## config.mk

```make
export PLATFORM = sky130hd
export DESIGN_NAME = uart_receiver
export DESIGN_NICKNAME = d
export VERILOG_FILES = /design/src/rtl/uart_receiver.sv
export SDC_FILE = /design/constraint.sdc
export NUM_CORES = 1
export LEC_CHECK = 0
export ABC_CLOCK_PERIOD_IN_PS = 2260
export CELL_PAD_IN_SITES_DETAIL_PLACEMENT = 0
export CELL_PAD_IN_SITES_GLOBAL_PLACEMENT = 1
export CORE_MARGIN = 2
export CORE_UTILIZATION = 40
export DETAILED_ROUTE_END_ITERATION = 8
export HOLD_SLACK_MARGIN = 0.08
export PLACE_DENSITY_LB_ADDON = 0.1
export SETUP_SLACK_MARGIN = 0.2
export SLEW_MARGIN = 0
export SYNTH_ARGS = -nofsm -noshare
export SYNTH_HDL_FRONTEND = slang
export SYNTH_SLANG_ARGS = --single-unit
```

## constraint.sdc

```tcl
create_clock -name Clk -period 2.26 [get_ports Clk]
set_input_delay 0.678 -clock Clk [delete_from_list [all_inputs] [get_ports Clk]]
set_output_delay 0.678 -clock Clk [all_outputs]
set_load 0.01 [all_outputs]
```

## src/rtl/uart_receiver.sv

```systemverilog
`default_nettype none
// ============================================================================
//  Module   : uart_receiver
//  Purpose  : 8N1 RS-232 receiver. It uses 16x oversampling and a 3-sample
//             majority vote. Each good byte is presented with a one-cycle
//             Rx_Done strobe. A low stop bit gives a one-cycle Frame_Err.
//  Revision : 1.0  initial release
// ============================================================================
module uart_receiver #(
    parameter int CLK_FREQ = 50_000_000
) (
    input  logic       Clk,
    input  logic       Rst,
    input  logic [2:0] baud_set,
    input  logic       Rs232_Rx,
    output logic [7:0] data_byte,
    output logic       Rx_Done,
    output logic       Frame_Err,
    output logic       uart_state
);

    // Oversample divider reload values. A tick fires every DIV+1 clocks.
    localparam logic [8:0] c_DIV_9600   = 9'(CLK_FREQ / (16 * 9600)   - 1);
    localparam logic [8:0] c_DIV_19200  = 9'(CLK_FREQ / (16 * 19200)  - 1);
    localparam logic [8:0] c_DIV_38400  = 9'(CLK_FREQ / (16 * 38400)  - 1);
    localparam logic [8:0] c_DIV_57600  = 9'(CLK_FREQ / (16 * 57600)  - 1);
    localparam logic [8:0] c_DIV_115200 = 9'(CLK_FREQ / (16 * 115200) - 1);

    typedef enum logic [1:0] {
        S_IDLE  = 2'd0,
        S_START = 2'd1,
        S_DATA  = 2'd2,
        S_STOP  = 2'd3
    } state_t;

    state_t      state_q, state_d;
    logic        rx_s1_q, rx_s2_q, rx_prev_q;
    logic [2:0]  warm_q;
    logic [2:0]  baud_q, baud_d;
    logic [8:0]  div_q, div_d;
    logic [3:0]  sub_q, sub_d;
    logic [2:0]  bit_q, bit_d;
    logic        smp6_q, smp6_d, smp7_q, smp7_d;
    logic [7:0]  shreg_q, shreg_d;
    logic [7:0]  data_q, data_d;
    logic        done_q, done_d;
    logic        ferr_q, ferr_d;

    logic [8:0]  w_div_lim;
    logic        w_fall, w_tick, w_maj, w_mid, w_end;

    // Edges only count once the edge-detect flop holds a real pin sample.
    // This stops the reset value of 1 from creating a start edge when the
    // line is held low through reset.
    assign w_fall = warm_q[2] & rx_prev_q & ~rx_s2_q;
    assign w_tick = (state_q != S_IDLE) && (div_q == w_div_lim);
    assign w_maj  = (smp6_q & smp7_q) | (smp6_q & rx_s2_q) | (smp7_q & rx_s2_q);
    assign w_mid  = w_tick && (sub_q == 4'd8);
    assign w_end  = w_tick && (sub_q == 4'd15);

    // Select the divider limit from the baud code latched at frame start.
    always_comb begin
        case (baud_q)
            3'd1:    w_div_lim = c_DIV_19200;
            3'd2:    w_div_lim = c_DIV_38400;
            3'd3:    w_div_lim = c_DIV_57600;
            3'd4:    w_div_lim = c_DIV_115200;
            default: w_div_lim = c_DIV_9600;
        endcase
    end

    // Next-state logic: divider, sub-tick and bit counters, voting, framing.
    always_comb begin
        state_d = state_q;
        baud_d  = baud_q;
        div_d   = div_q;
        sub_d   = sub_q;
        bit_d   = bit_q;
        smp6_d  = smp6_q;
        smp7_d  = smp7_q;
        shreg_d = shreg_q;
        data_d  = data_q;
        done_d  = 1'b0;
        ferr_d  = 1'b0;

        if (state_q == S_IDLE) begin
            div_d = 9'd0;
            if (w_fall) begin
                state_d = S_START;
                sub_d   = 4'd0;
                bit_d   = 3'd0;
                baud_d  = baud_set;
            end
        end else begin
            div_d = w_tick ? 9'd0 : div_q + 9'd1;
            if (w_tick) begin
                sub_d = sub_q + 4'd1;
                if (sub_q == 4'd6) smp6_d = rx_s2_q;
                if (sub_q == 4'd7) smp7_d = rx_s2_q;
            end

            case (state_q)
                S_START: begin
                    // A high vote at mid-start means the edge was a glitch.
                    if (w_mid && w_maj) begin
                        state_d = S_IDLE;
                    end else if (w_end) begin
                        state_d = S_DATA;
                    end
                end
                S_DATA: begin
                    if (w_mid) shreg_d[bit_q] = w_maj;
                    if (w_end) begin
                        bit_d = bit_q + 3'd1;
                        if (bit_q == 3'd7) state_d = S_STOP;
                    end
                end
                S_STOP: begin
                    // Leave at mid-stop so a slightly fast sender's next start
                    // edge is not missed.
                    if (w_mid) begin
                        state_d = S_IDLE;
                        if (w_maj) begin
                            data_d = shreg_q;
                            done_d = 1'b1;
                        end else begin
                            ferr_d = 1'b1;
                        end
                    end
                end
                default: state_d = S_IDLE;
            endcase
        end
    end

    // State, synchronizer and datapath registers with synchronous reset.
    always_ff @(posedge Clk) begin
        if (Rst) begin
            state_q   <= S_IDLE;
            rx_s1_q   <= 1'b1;
            rx_s2_q   <= 1'b1;
            rx_prev_q <= 1'b1;
            warm_q    <= 3'd0;
            baud_q    <= 3'd0;
            div_q     <= 9'd0;
            sub_q     <= 4'd0;
            bit_q     <= 3'd0;
            smp6_q    <= 1'b0;
            smp7_q    <= 1'b0;
            shreg_q   <= 8'h00;
            data_q    <= 8'h00;
            done_q    <= 1'b0;
            ferr_q    <= 1'b0;
        end else begin
            state_q   <= state_d;
            rx_s1_q   <= Rs232_Rx;
            rx_s2_q   <= rx_s1_q;
            rx_prev_q <= rx_s2_q;
            warm_q    <= {warm_q[1:0], 1'b1};
            baud_q    <= baud_d;
            div_q     <= div_d;
            sub_q     <= sub_d;
            bit_q     <= bit_d;
            smp6_q    <= smp6_d;
            smp7_q    <= smp7_d;
            shreg_q   <= shreg_d;
            data_q    <= data_d;
            done_q    <= done_d;
            ferr_q    <= ferr_d;
        end
    end

    assign data_byte  = data_q;
    assign Rx_Done    = done_q;
    assign Frame_Err  = ferr_q;
    assign uart_state = (state_q != S_IDLE);

endmodule
`default_nettype wire

```

Yosys cells after proc, flatten, opt, wreduce, memory -nomap -nowiden
Cells that the tools add are included.
Operators by class
  $add $sub $neg: 3
  order comparisons: 2
  equal/unequal tests: 18
  muxes and demuxes: 22
  bitwise logic cells: 11
  reductions and logical operators: 20
Operators by type and width (count)
  $pmux W9 S4: 1
  $mux W2: 7
  $mux W3: 4
  $mux W4: 3
  $reduce_and A3 Y1: 4
  $add A9 B1 Y9 const B: 1
  $eq A9 B9 Y1: 1
  $ne A3 B3 Y1 const B: 3
  $bwmux W8: 1
  $eq A4 B3 Y1 const B: 2
  $eq A4 B4 Y1 const B: 2
  $reduce_bool A2 Y1: 4
  $eq A3 B2 Y1 const B: 2
  $eq A3 B3 Y1 const B: 2
  $pmux W2 S3: 1
  $and A1 B1 Y1: 5
  $logic_and A1 B1 Y1: 5
  $reduce_and A5 Y1: 1
  $add A4 B1 Y4 const B: 1
  $eq A2 B2 Y1 const B: 2
  $lt A3 B4 Y1 const B: 1
  $mux W1: 4
  $ne A4 B4 Y1 const B: 1
  $not A1 Y1: 4
  other kinds (12): 14
Word-level totals
  bits in registers: 47
  input port bits: 6
  output and inout port bits: 11

Longest topological paths before layout
Gate-level depths: netlist (run 1).
  depth in word-level cells: 9
  depth in mapped cells: 9
  gate-level depth less buffers: 8

Worst setup path before layout (run 1)
Ideal clock, no wire load.
  kind: reg-to-reg
  start point: register baud_q[2]
  end point: register data_q[0], in the netlist data_byte[0]
  data arrival time: 2.031 ns
  data required time: 2.132 ns
  setup slack: 0.101 ns
  stages on the path, launching flop included: 7
  clock period less this slack: 2.159 ns
  cell sequence: dfxtp_1 -> clkbuf_1 -> or4_1 -> and3_4 -> nor4_4 -> mux2i_1 -> nor2_1
On the way
  cells in the longest elaborated chain, start to end: 6
  elaborated cells between the ends (all ways): 9
Ends and longest elaborated chain
  from (decl): line 39  | logic [2:0] baud_q, baud_d;
  from (signal assigned): line 160  | baud_q <= baud_d;
  $eq A3 B3 Y1, or another cell as far along: line 63  | case (baud_q)
  $pmux W9 S4 (*): line 63
  $eq A9 B9 Y1 (*): line 56  | assign w_tick = (state_q != S_IDLE) && (div_q == w_div_lim);
  $logic_and A1 B1 Y1 (*): line 56
  $logic_and A1 B1 Y1 (*): line 58  | assign w_mid = w_tick && (sub_q == 4'd8);
  $reduce_and A4 Y1 (no line) (*)
  to (signal assigned): line 167  | data_q <= data_d;
  to (decl): line 45  | logic [7:0] data_q, data_d;
Mark *: on every way between the ends. The rest lies on a longest branch, timed or not.
A chain may end at the register's enable or synchronous reset.

Worst setup path after layout (run 1)
  start point: register baud_q[1]
  end point: register shreg_q[0]
On the way
  cells in the longest elaborated chain, start to end: 6
  elaborated cells between the ends (all ways): 9
Ends and longest elaborated chain
  $eq A3 B3 Y1, or another cell as far along: line 63
  $pmux W9 S4 (*): line 63
  $eq A9 B9 Y1 (*): line 56
  $logic_and A1 B1 Y1 (*): line 56
  $logic_and A1 B1 Y1 (*): line 58
  $reduce_and A3 Y1 (no line) (*)
  to (signal assigned): line 166  | shreg_q <= shreg_d;
  to (decl): line 44  | logic [7:0] shreg_q, shreg_d;
Marks and branches as above.

==> results.txt, run 1 <==
The post-detailed-route wirelength per cell came out at 14.4 µm. By area the synthesized netlist is led by sky130_fd_sc_hd__dfxtp_1 (38%), sky130_fd_sc_hd__ha_1 (5.1%), sky130_fd_sc_hd__nor2_1 (4.1%). Summed over all nets, the half-perimeter wirelength after detailed placement is 3860 µm. The number of enable-type register cells in the synthesized netlist came out at 0. Grouping stages by cell kind, the critical path spends the most delay in simple AND/OR/NAND/NOR gates. The final core area utilization is 54.0%. The category of the worst setup path launch point is a flop. For this run, the number of Yosys warnings is 0. The largest clock skew in the final design came out at 0.00632 ns. The smallest clock period supported by the final layout is computed as 2.15 ns. The average footprint of a synthesized cell is 8.53 µm².

Entering global routing, the biggest net connects 37 pins. The clock-pin slew reported for the worst setup and hold paths after clock tree synthesis is 0.09 ns. The critical path required time came out at 2.50 ns. Buffers placed on the I/O ports in this run total 16. The routed wire length is 5740 µm. The worst setup path is of the reg2reg kind.

The worst setup path is captured at a flop. At the pin with the least slew margin, the transition time is 0.831 ns. The number of antenna diodes in the final layout is 0.

The async set or reset register ratio after synthesis came out at 0%. The clock passes through at most 2 buffers. Summed over all layers, the global routing overflow is 0. The via density per instance is 5.41.

The worst setup timing slack at the placement stage came out at 0.00821 ns. The die area came out at 6760 µm². After synthesis, the netlist uses 57 different library cells.

From synthesis to final layout, the design area changed by 30.5%. The most used flip-flop cell after synthesis is sky130_fd_sc_hd__dfxtp_1. The top cell types in the final layout, fill and taps aside, are sky130_fd_sc_hd__dfxtp_1 (40), sky130_fd_sc_hd__nor2_1 (27), sky130_fd_sc_hd__nand2_1 (22). The number of detailed-route iterations in the first pass is 4. The first global-routing pass estimated 9380 µm of wire.

The ratio of final minimum period to clock period came out at 95.0%. The share of final-layout standard cells stronger than drive strength 1 came out at 25.2%. The final worst-path setup slack is 0.112 ns.

Hold repair after CTS inserted 0 buffers. Hold timing on the final database bottoms out at a slack of 0.408 ns. The hold violation total from the final report is 0. For this run, the slowest stage of the critical path takes 0.55 ns. The final max-slew violation count is 0. Walking the worst path, the cells encountered are buf_6 -> or4_4 -> nand3_4 -> nand4_1 -> buf_6 -> buf_6 -> or3_4 -> a21oi_2. The number of routed nets with antenna violations is 0.

The total DRC errors in the routed layout is 0. The flop and latch count out of synthesis came out at 47. The buffer and inverter count on the worst path is 3. Dividing total power by cell area gives a power density of 468 nW/µm². The synthesized design spends more area on one cell type than any other, namely sky130_fd_sc_hd__dfxtp_1. The static leakage is 1.16 nW.

Setup repair after global routing could not meet its margin everywhere. The clock tree synthesis step divided the H-tree into 2 levels. The latest clock arrival within the worst-skew pair came out at 0.30 ns.

The sum of negative setup slack came out at 0 ns. The number of cells produced by synthesis is 287. The chip height is 82.2 µm. The number of antenna violations at the first check in global routing came out at 0. The power consumption came out at 1.49 mW. The non-filler instance count after layout came out at 400. The net count after synthesis came out at 303. In this run the biggest area consumer among cell types represents 38.4% of the synthesized area.

The clock buffer count from CTS is 5. The run finished with clean final reports. The number of top-level design ports came out at 17.

The headroom to the max-slew limit is 44.2%. Clock tree synthesis selected as its root buffer the cell sky130_fd_sc_hd__clkbuf_8. Including well taps, the total number of placed cells is 384. After the first detailed-routing iteration, the DRC count stood at 88. The number of rows created at floorplan came out at 28. The most numerous cell type found on the critical path is sky130_fd_sc_hd__buf_6.

Counting the fill cells in the layout gives 577. The area of the placeable core came out at 5920 µm². Along the worst path, the maximum fanout reaches 8. The placed instances occupy a cell area of 2840 µm². The library cell used most frequently in the layout, excluding fill and tap cells, is sky130_fd_sc_hd__dfxtp_1.

The slowest stage of the critical path belongs to the cell sky130_fd_sc_hd__or4_4. The fmax is 466 MHz. For this block, the via count after detailed routing is 2164.

The post-synthesis instance area came out at 2450 µm². The initial utilization of the core area, before any placement, comes to 41.3%. The count of maximum capacitance violations came out at 0. The post-route cell area came out at 3190 µm². The chip width is 82.2 µm. The part of the Yosys area used for sequential elements came out at 38.4%. For this run, the post-layout net count is 340. For the worst setup path, the data arrival time is 2.39 ns. The peak supply drop is 0.000235 V. The all-layer global routing usage is 17.9%. Setup violations remaining at the end of the flow were counted as 0. In the final layout, the multi-input gates occupy 1580 µm². Routability-driven placement finished with a final weighted congestion of 0.815. Clock tree synthesis found a total of 47 sinks. The number of global-route vias before repair is 2027. In the final layout, flip-flops and latches occupy 955 µm². TritonCTS built the clock tree. The path category of the worst min-delay check is reg2reg.
==> kinds of logic after synthesis <==
kind of cell    share of synthesized area, %
xor+xnor                                3.58
compound gates                          16.1
fa+ha+maj                               5.52
flops                                   38.4
mux                                     3.68
buf+inv                                 4.50
simple gates                            28.2
==> what timing repair did <==
item,in CTS,in global routing
buffers inserted,5,2
cloned,1,0
pin swaps,12,20
gates resized for setup,28,28
setup endpoints to repair,32,28
==> flip-flops by register name, indices dropped and copies added (netlist names) <==
register,count
div_q,9
data_byte,8
shreg_q,8
sub_q,4
baud_q,3
bit_q,3
warm_q,3
state_q,2
Frame_Err,1
Rx_Done,1
rx_prev_q,1
rx_s1_q,1
rx_s2_q,1
smp6_q,1
smp7_q,1
==> layer usage <==
layer	GRT usage (%)	vias up	routed length, µm
li1	-	1113	-
met1	25.5	1025	2940
met2	27.6	20	2620
met3	2.83	6	120
met4	6.00	0	61
met5	0	-	0
==> power by group <==
part           internal [mW]  leakage [nW]  switching (mW)  total (mW)
combinational         0.0672         0.732          0.0763       0.144
sequential             0.838         0.384          0.0112       0.849
clock                  0.217        0.0412           0.286       0.502
==> final timing paths <==
path | cells past startpoint | startpoint | endpoint | slack [ns]
worst min-delay path | 1 | rx_s1_q$_SDFF_PP1_ | rx_s2_q$_SDFF_PP1_ | 0.41
worst max register to register | 8 | baud_q[1]$_SDFFE_PP0P_ | shreg_q[0]$_SDFFE_PP0P_ | 0.11
worst min register to register | 1 | rx_s1_q$_SDFF_PP1_ | rx_s2_q$_SDFF_PP1_ | 0.41
worst max-delay path | 8 | baud_q[1]$_SDFFE_PP0P_ | shreg_q[0]$_SDFFE_PP0P_ | 0.11
==> area by class of cell <==
type	instances	area share (%)
inverter	9	1.06
clock inverter	2	0.392
timing repair buffer	47	14.1
sequential	47	29.9
clock buffer	6	2.27
multi-input combinational	214	49.4
tap	75	2.94
==> synthesized netlist by cell type (2+ instances only) <==
master,number
sky130_fd_sc_hd__and3_1,3
sky130_fd_sc_hd__nand2b_1,6
sky130_fd_sc_hd__xnor2_1,5
sky130_fd_sc_hd__nor2_1,27
sky130_fd_sc_hd__mux2i_1,9
sky130_fd_sc_hd__nand2_1,22
sky130_fd_sc_hd__ha_1,10
sky130_fd_sc_hd__a22o_1,2
sky130_fd_sc_hd__dfxtp_1,47
sky130_fd_sc_hd__a21oi_1,17
sky130_fd_sc_hd__nor4_1,4
sky130_fd_sc_hd__nor3b_1,5
sky130_fd_sc_hd__a31oi_1,3
sky130_fd_sc_hd__or4_1,3
sky130_fd_sc_hd__o21a_1,3
sky130_fd_sc_hd__o31ai_1,4
sky130_fd_sc_hd__a211oi_1,2
sky130_fd_sc_hd__nor3_1,4
sky130_fd_sc_hd__nand4b_1,2
sky130_fd_sc_hd__o21ai_0,14
sky130_fd_sc_hd__or3_1,8
sky130_fd_sc_hd__inv_1,7
sky130_fd_sc_hd__nand4_1,5
sky130_fd_sc_hd__a41o_1,2
sky130_fd_sc_hd__clkbuf_1,11
sky130_fd_sc_hd__xor2_1,5
sky130_fd_sc_hd__or2_2,5
sky130_fd_sc_hd__or4b_1,2
sky130_fd_sc_hd__nor2b_1,4
sky130_fd_sc_hd__buf_2,4
sky130_fd_sc_hd__clkinv_1,2
sky130_fd_sc_hd__nand3_1,13
sky130_fd_sc_hd__and3b_1,3
Note: power is estimated with default switching activity, not from simulation.
==> run 2: changes to the inputs <==
--- a/config.mk
+++ b/config.mk
@@ -5,11 +5,12 @@
 export SDC_FILE = /design/constraint.sdc
 export NUM_CORES = 1
 export LEC_CHECK = 0
+export ABC_AREA = 1
 export ABC_CLOCK_PERIOD_IN_PS = 2260
 export CELL_PAD_IN_SITES_DETAIL_PLACEMENT = 0
 export CELL_PAD_IN_SITES_GLOBAL_PLACEMENT = 1
 export CORE_MARGIN = 2
-export CORE_UTILIZATION = 40
+export CORE_UTILIZATION = 38
 export DETAILED_ROUTE_END_ITERATION = 8
 export HOLD_SLACK_MARGIN = 0.08
 export PLACE_DENSITY_LB_ADDON = 0.1
==> constraint.sdc (replaced) <==
create_clock -name Clk -period 2.26 [get_ports Clk]
set_input_delay 0.678 -clock Clk [delete_from_list [all_inputs] [get_ports Clk]]
set_output_delay 0.678 -clock Clk [all_outputs]
set_load 0.05 [all_outputs]
==> results.txt, run 2 <==
The post-synthesis cell type count was 28 (was 57). The most used flip-flop cell after synthesis is sky130_fd_sc_hd__dfxtp_1 (unchanged). The count of maximum capacitance violations was 0 (unchanged). The die area came out at 6910 µm² (was 6760 µm²). The area of the placeable core was 5990 µm² (was 5920 µm²).

The power per unit of standard cell area came to 689 nW/µm² (was 468 nW/µm²). The arrival time of the worst setup path is 1.28 ns (was 2.39 ns). The clock-pin slew reported for the worst setup and hold paths after clock tree synthesis came to 0.08 ns (was 0.09 ns). The share of final-layout standard cells stronger than drive strength 1 came out at 16.0% (was 25.2%). The part of the Yosys area used for sequential elements is 39.6% (was 38.4%). The residual overflow from global routing was 0 (unchanged). The wire length on met3 came out at 137 µm (was 120 µm). The net count after synthesis is 351 (was 303). The largest buffer count on any clock path was 2 (unchanged). The static leakage was 1.26 nW (was 1.16 nW). The measured slew at the worst slew-check pin was 0.507 ns (was 0.831 ns). The peak supply drop is 0.000623 V (was 0.000235 V). The highest routing layer actually used was met4 (unchanged). The async set or reset register ratio after synthesis is 0% (unchanged). The number of top-level design ports is 17 (unchanged). Top area cells in the synthesized netlist: sky130_fd_sc_hd__dfxtp_1 (40%), sky130_fd_sc_hd__nand2_1 (12%), sky130_fd_sc_hd__inv_1 (7.3%) (was sky130_fd_sc_hd__dfxtp_1 (38%), sky130_fd_sc_hd__ha_1 (5.1%), sky130_fd_sc_hd__nor2_1 (4.1%)). The quantity of I/O buffers inserted on ports is 16 (unchanged). The initial detailed-routing violation count is 97 (was 88).

The number of rows created at floorplan is 28 (unchanged). The number of nets at the end of the flow came to 384 (was 340). The placed wire-length estimate was 3780 µm (was 3860 µm).

The flop and latch count out of synthesis came out at 47 (unchanged). The critical path required time came out at 1.58 ns (was 2.50 ns). The global placer's final weighted congestion is 0.818 (was 0.815). The routed wire length came out at 5350 µm (was 5740 µm). The detailed-routing wirelength on met1 is 2790 µm (was 2940 µm). The number of detailed-route iterations in the first pass is 4 (unchanged). The chip width came out at 83.1 µm (was 82.2 µm). The number of antenna violations at the first check in global routing is 0 (unchanged). The number of routed nets with antenna violations came to 0 (unchanged).

The CTS root buffer was sky130_fd_sc_hd__clkbuf_8 (unchanged). The number of global-route vias before repair came out at 1908 (was 2027). The top cell type's share of synthesized area is 39.6% (was 38.4%). The category of the worst setup path launch point was a flop (unchanged). The wire length of the first global-routing pass is 8720 µm (was 9380 µm). The leading cell type in the layout, fill and taps excluded is sky130_fd_sc_hd__nand2_1 (was sky130_fd_sc_hd__dfxtp_1). The chip height was 83.1 µm (was 82.2 µm).

The final antenna diode count was 0 (unchanged). The hold violation total from the final report is 0 (unchanged). The total DRC errors in the routed layout is 0 (unchanged). The met2 wire length was 2330 µm (was 2620 µm). The path type of the worst setup path is reg2out (was reg2reg).

The register with the most flip-flops is div_q (unchanged). The fmax was 510 MHz (was 466 MHz). The path category of the worst min-delay check is reg2reg (unchanged). The via count of the routed design is 2139 (was 2164). The cell type contributing the most total cell area after synthesis is sky130_fd_sc_hd__dfxtp_1 (unchanged). The hold slack is 0.411 ns (was 0.408 ns). The TritonCTS clock tree is yes (unchanged). The biggest fanout along the worst timing path came out at 3 (was 8). The initial core utilization is 39.7% (was 41.3%).

Result of the run: completed (unchanged). The clock buffer count from CTS is 5 (unchanged). Most frequent cells after synthesis: sky130_fd_sc_hd__nand2_1 (73), sky130_fd_sc_hd__dfxtp_1 (47), sky130_fd_sc_hd__inv_1 (46) (was sky130_fd_sc_hd__dfxtp_1 (47), sky130_fd_sc_hd__nor2_1 (27), sky130_fd_sc_hd__nand2_1 (22)).

The largest clock skew in the final design is 0.00860 ns (was 0.00632 ns). The post-synthesis instance area is 2380 µm² (was 2450 µm²). The all-layer global routing usage came out at 15.4% (was 17.9%). The final-report setup violation count is 0 (unchanged). The latest clock arrival within the worst-skew pair came out at 0.31 ns (was 0.30 ns). The headroom to the max-slew limit came to 66.3% (was 44.2%). The number of enable-type register cells in the synthesized netlist was 0 (unchanged).

The final period demand of the worst path is 1.96 ns (was 2.15 ns). The pin count of the biggest net entering global routing came out at 17 (was 37). Commonest cells after routing, fill and taps aside: sky130_fd_sc_hd__nand2_1 (71), sky130_fd_sc_hd__inv_1 (45), sky130_fd_sc_hd__dfxtp_1 (44) (was sky130_fd_sc_hd__dfxtp_1 (40), sky130_fd_sc_hd__nor2_1 (27), sky130_fd_sc_hd__nand2_1 (22)). The area growth from synthesis to layout came out at 23.8% (was 30.5%). The sum of negative setup slack came out at 0 ns (unchanged). The ratio of final minimum period to clock period came out at 86.7% (was 95.0%). The number of flip-flops in the largest register came to 9 (unchanged).

The yosys synthesis warning count came to 0 (unchanged). The count of H-tree levels built during CTS is 2 (unchanged). The library cell with the highest instance count after synthesis is sky130_fd_sc_hd__nand2_1 (was sky130_fd_sc_hd__dfxtp_1). The critical path endpoint category was an output pin (was flop). RSZ-0062 raised after global routing: true (unchanged). The clock sink total came out at 47 (unchanged). The final max-slew violation count came out at 0 (unchanged). The post-detailed-route wirelength per cell came out at 12.0 µm (was 14.4 µm). The via density per instance came out at 4.82 (was 5.41). The average footprint of a synthesized cell was 7.10 µm² (was 8.53 µm²).

The number of cells produced by synthesis is 335 (was 287).
## run 2: cell types whose count changed after synthesis, sizes merged, moves of 9 or more
cell	before	now
inv	7	48
nand3	13	34
nand2	22	76
a21oi	17	32
mux2i	9	0
nor2	27	39
## run 2: layer usage
metal / vias to the layer above / GRT usage [%]
met5: - / 0
met3: 7 / 2.78
li1: 1148 / -
met4: 0 / 5.81
met1: 950 / 20.5
met2: 34 / 24.9
## run 2: power by group
group	switching, mW	internal [mW]
logic	0.309	0.190
registers	0.0294	0.854
clock network	0.287	0.358
## run 2: kinds of logic (layout without fill, tap and decap cells)
logic type / Yosys count / after routing / share of synthesized area, %
simple gates: 167 / 168 / 33.6
buf+inv: 57 / 90 / 9.63
compound gates: 52 / 52 / 11.3
flops: 47 / 47 / 39.6
fa+ha+maj: 10 / 10 / 5.26
xor+xnor: 2 / 2 / 0.737
## run 2: layout make-up
cell class                 count  area [µm²]
clock inverter                 2        35.0
multi-input combinational    232        1280
inverter                      48         184
fill                         610        3050
tap                           75        93.8
sequential                    47         950
clock buffer                   6        82.6
timing repair buffer          34         318
## run 2: critical path: stages (launching register included)
cell                         delay (ns)
sky130_fd_sc_hd__dfxtp_1           0.34
sky130_fd_sc_hd__inv_1             0.10
sky130_fd_sc_hd__ha_1              0.22
sky130_fd_sc_hd__clkinvlp_4        0.15
sky130_fd_sc_hd__buf_12            0.17
## run 2: metrics by stage
step                std cells  power, mW  cell area, µm²  utilization, %  setup WS [ns]
global placement          425       1.37            2650            44.3          0.207
detailed placement        425       1.37            2650            44.3          0.174
CTS                       437       2.03            2790            46.6          0.143
finish                    444       2.03            2950            49.2          0.301
global route              444       2.13            2950            49.2          0.174
floorplan                 335       1.21            2380               -          0.380
## run 2: final timing paths
check / from / end / slack [ns] / depth (start not counted)
max: state_q[1]$_SDFFE_PP0P_ / uart_state / 0.30 / 4
min: warm_q[0]$_DFF_P_ / warm_q[1]$_SDFF_PP0_ / 0.41 / 2
max reg2reg: baud_q[0]$_SDFFE_PP0P_ / data_byte[6]$_SDFFE_PP0P_ / 0.32 / 13
min reg2reg: warm_q[0]$_DFF_P_ / warm_q[1]$_SDFF_PP0_ / 0.41 / 2
## run 2: timing repair
item / CTS / global route
buffers inserted: 4 / 6
gates cloned: 0 / 1
hold buffers: 0 / 0
resized for setup: 11 / 23
endpoints found under the setup margin: 16 / 28
pin swaps: 0 / 6
==> run 3: changes to the inputs <==
--- a/config.mk
+++ b/config.mk
@@ -11,6 +11,7 @@
 export CELL_PAD_IN_SITES_GLOBAL_PLACEMENT = 1
 export CORE_MARGIN = 2
 export CORE_UTILIZATION = 38
+export CTS_CLUSTER_DIAMETER = 30
 export DETAILED_ROUTE_END_ITERATION = 8
 export HOLD_SLACK_MARGIN = 0.08
 export PLACE_DENSITY_LB_ADDON = 0.1
==> results of run 3 <==
The final DEF is identical to that of run 2; final timing and power are the same.
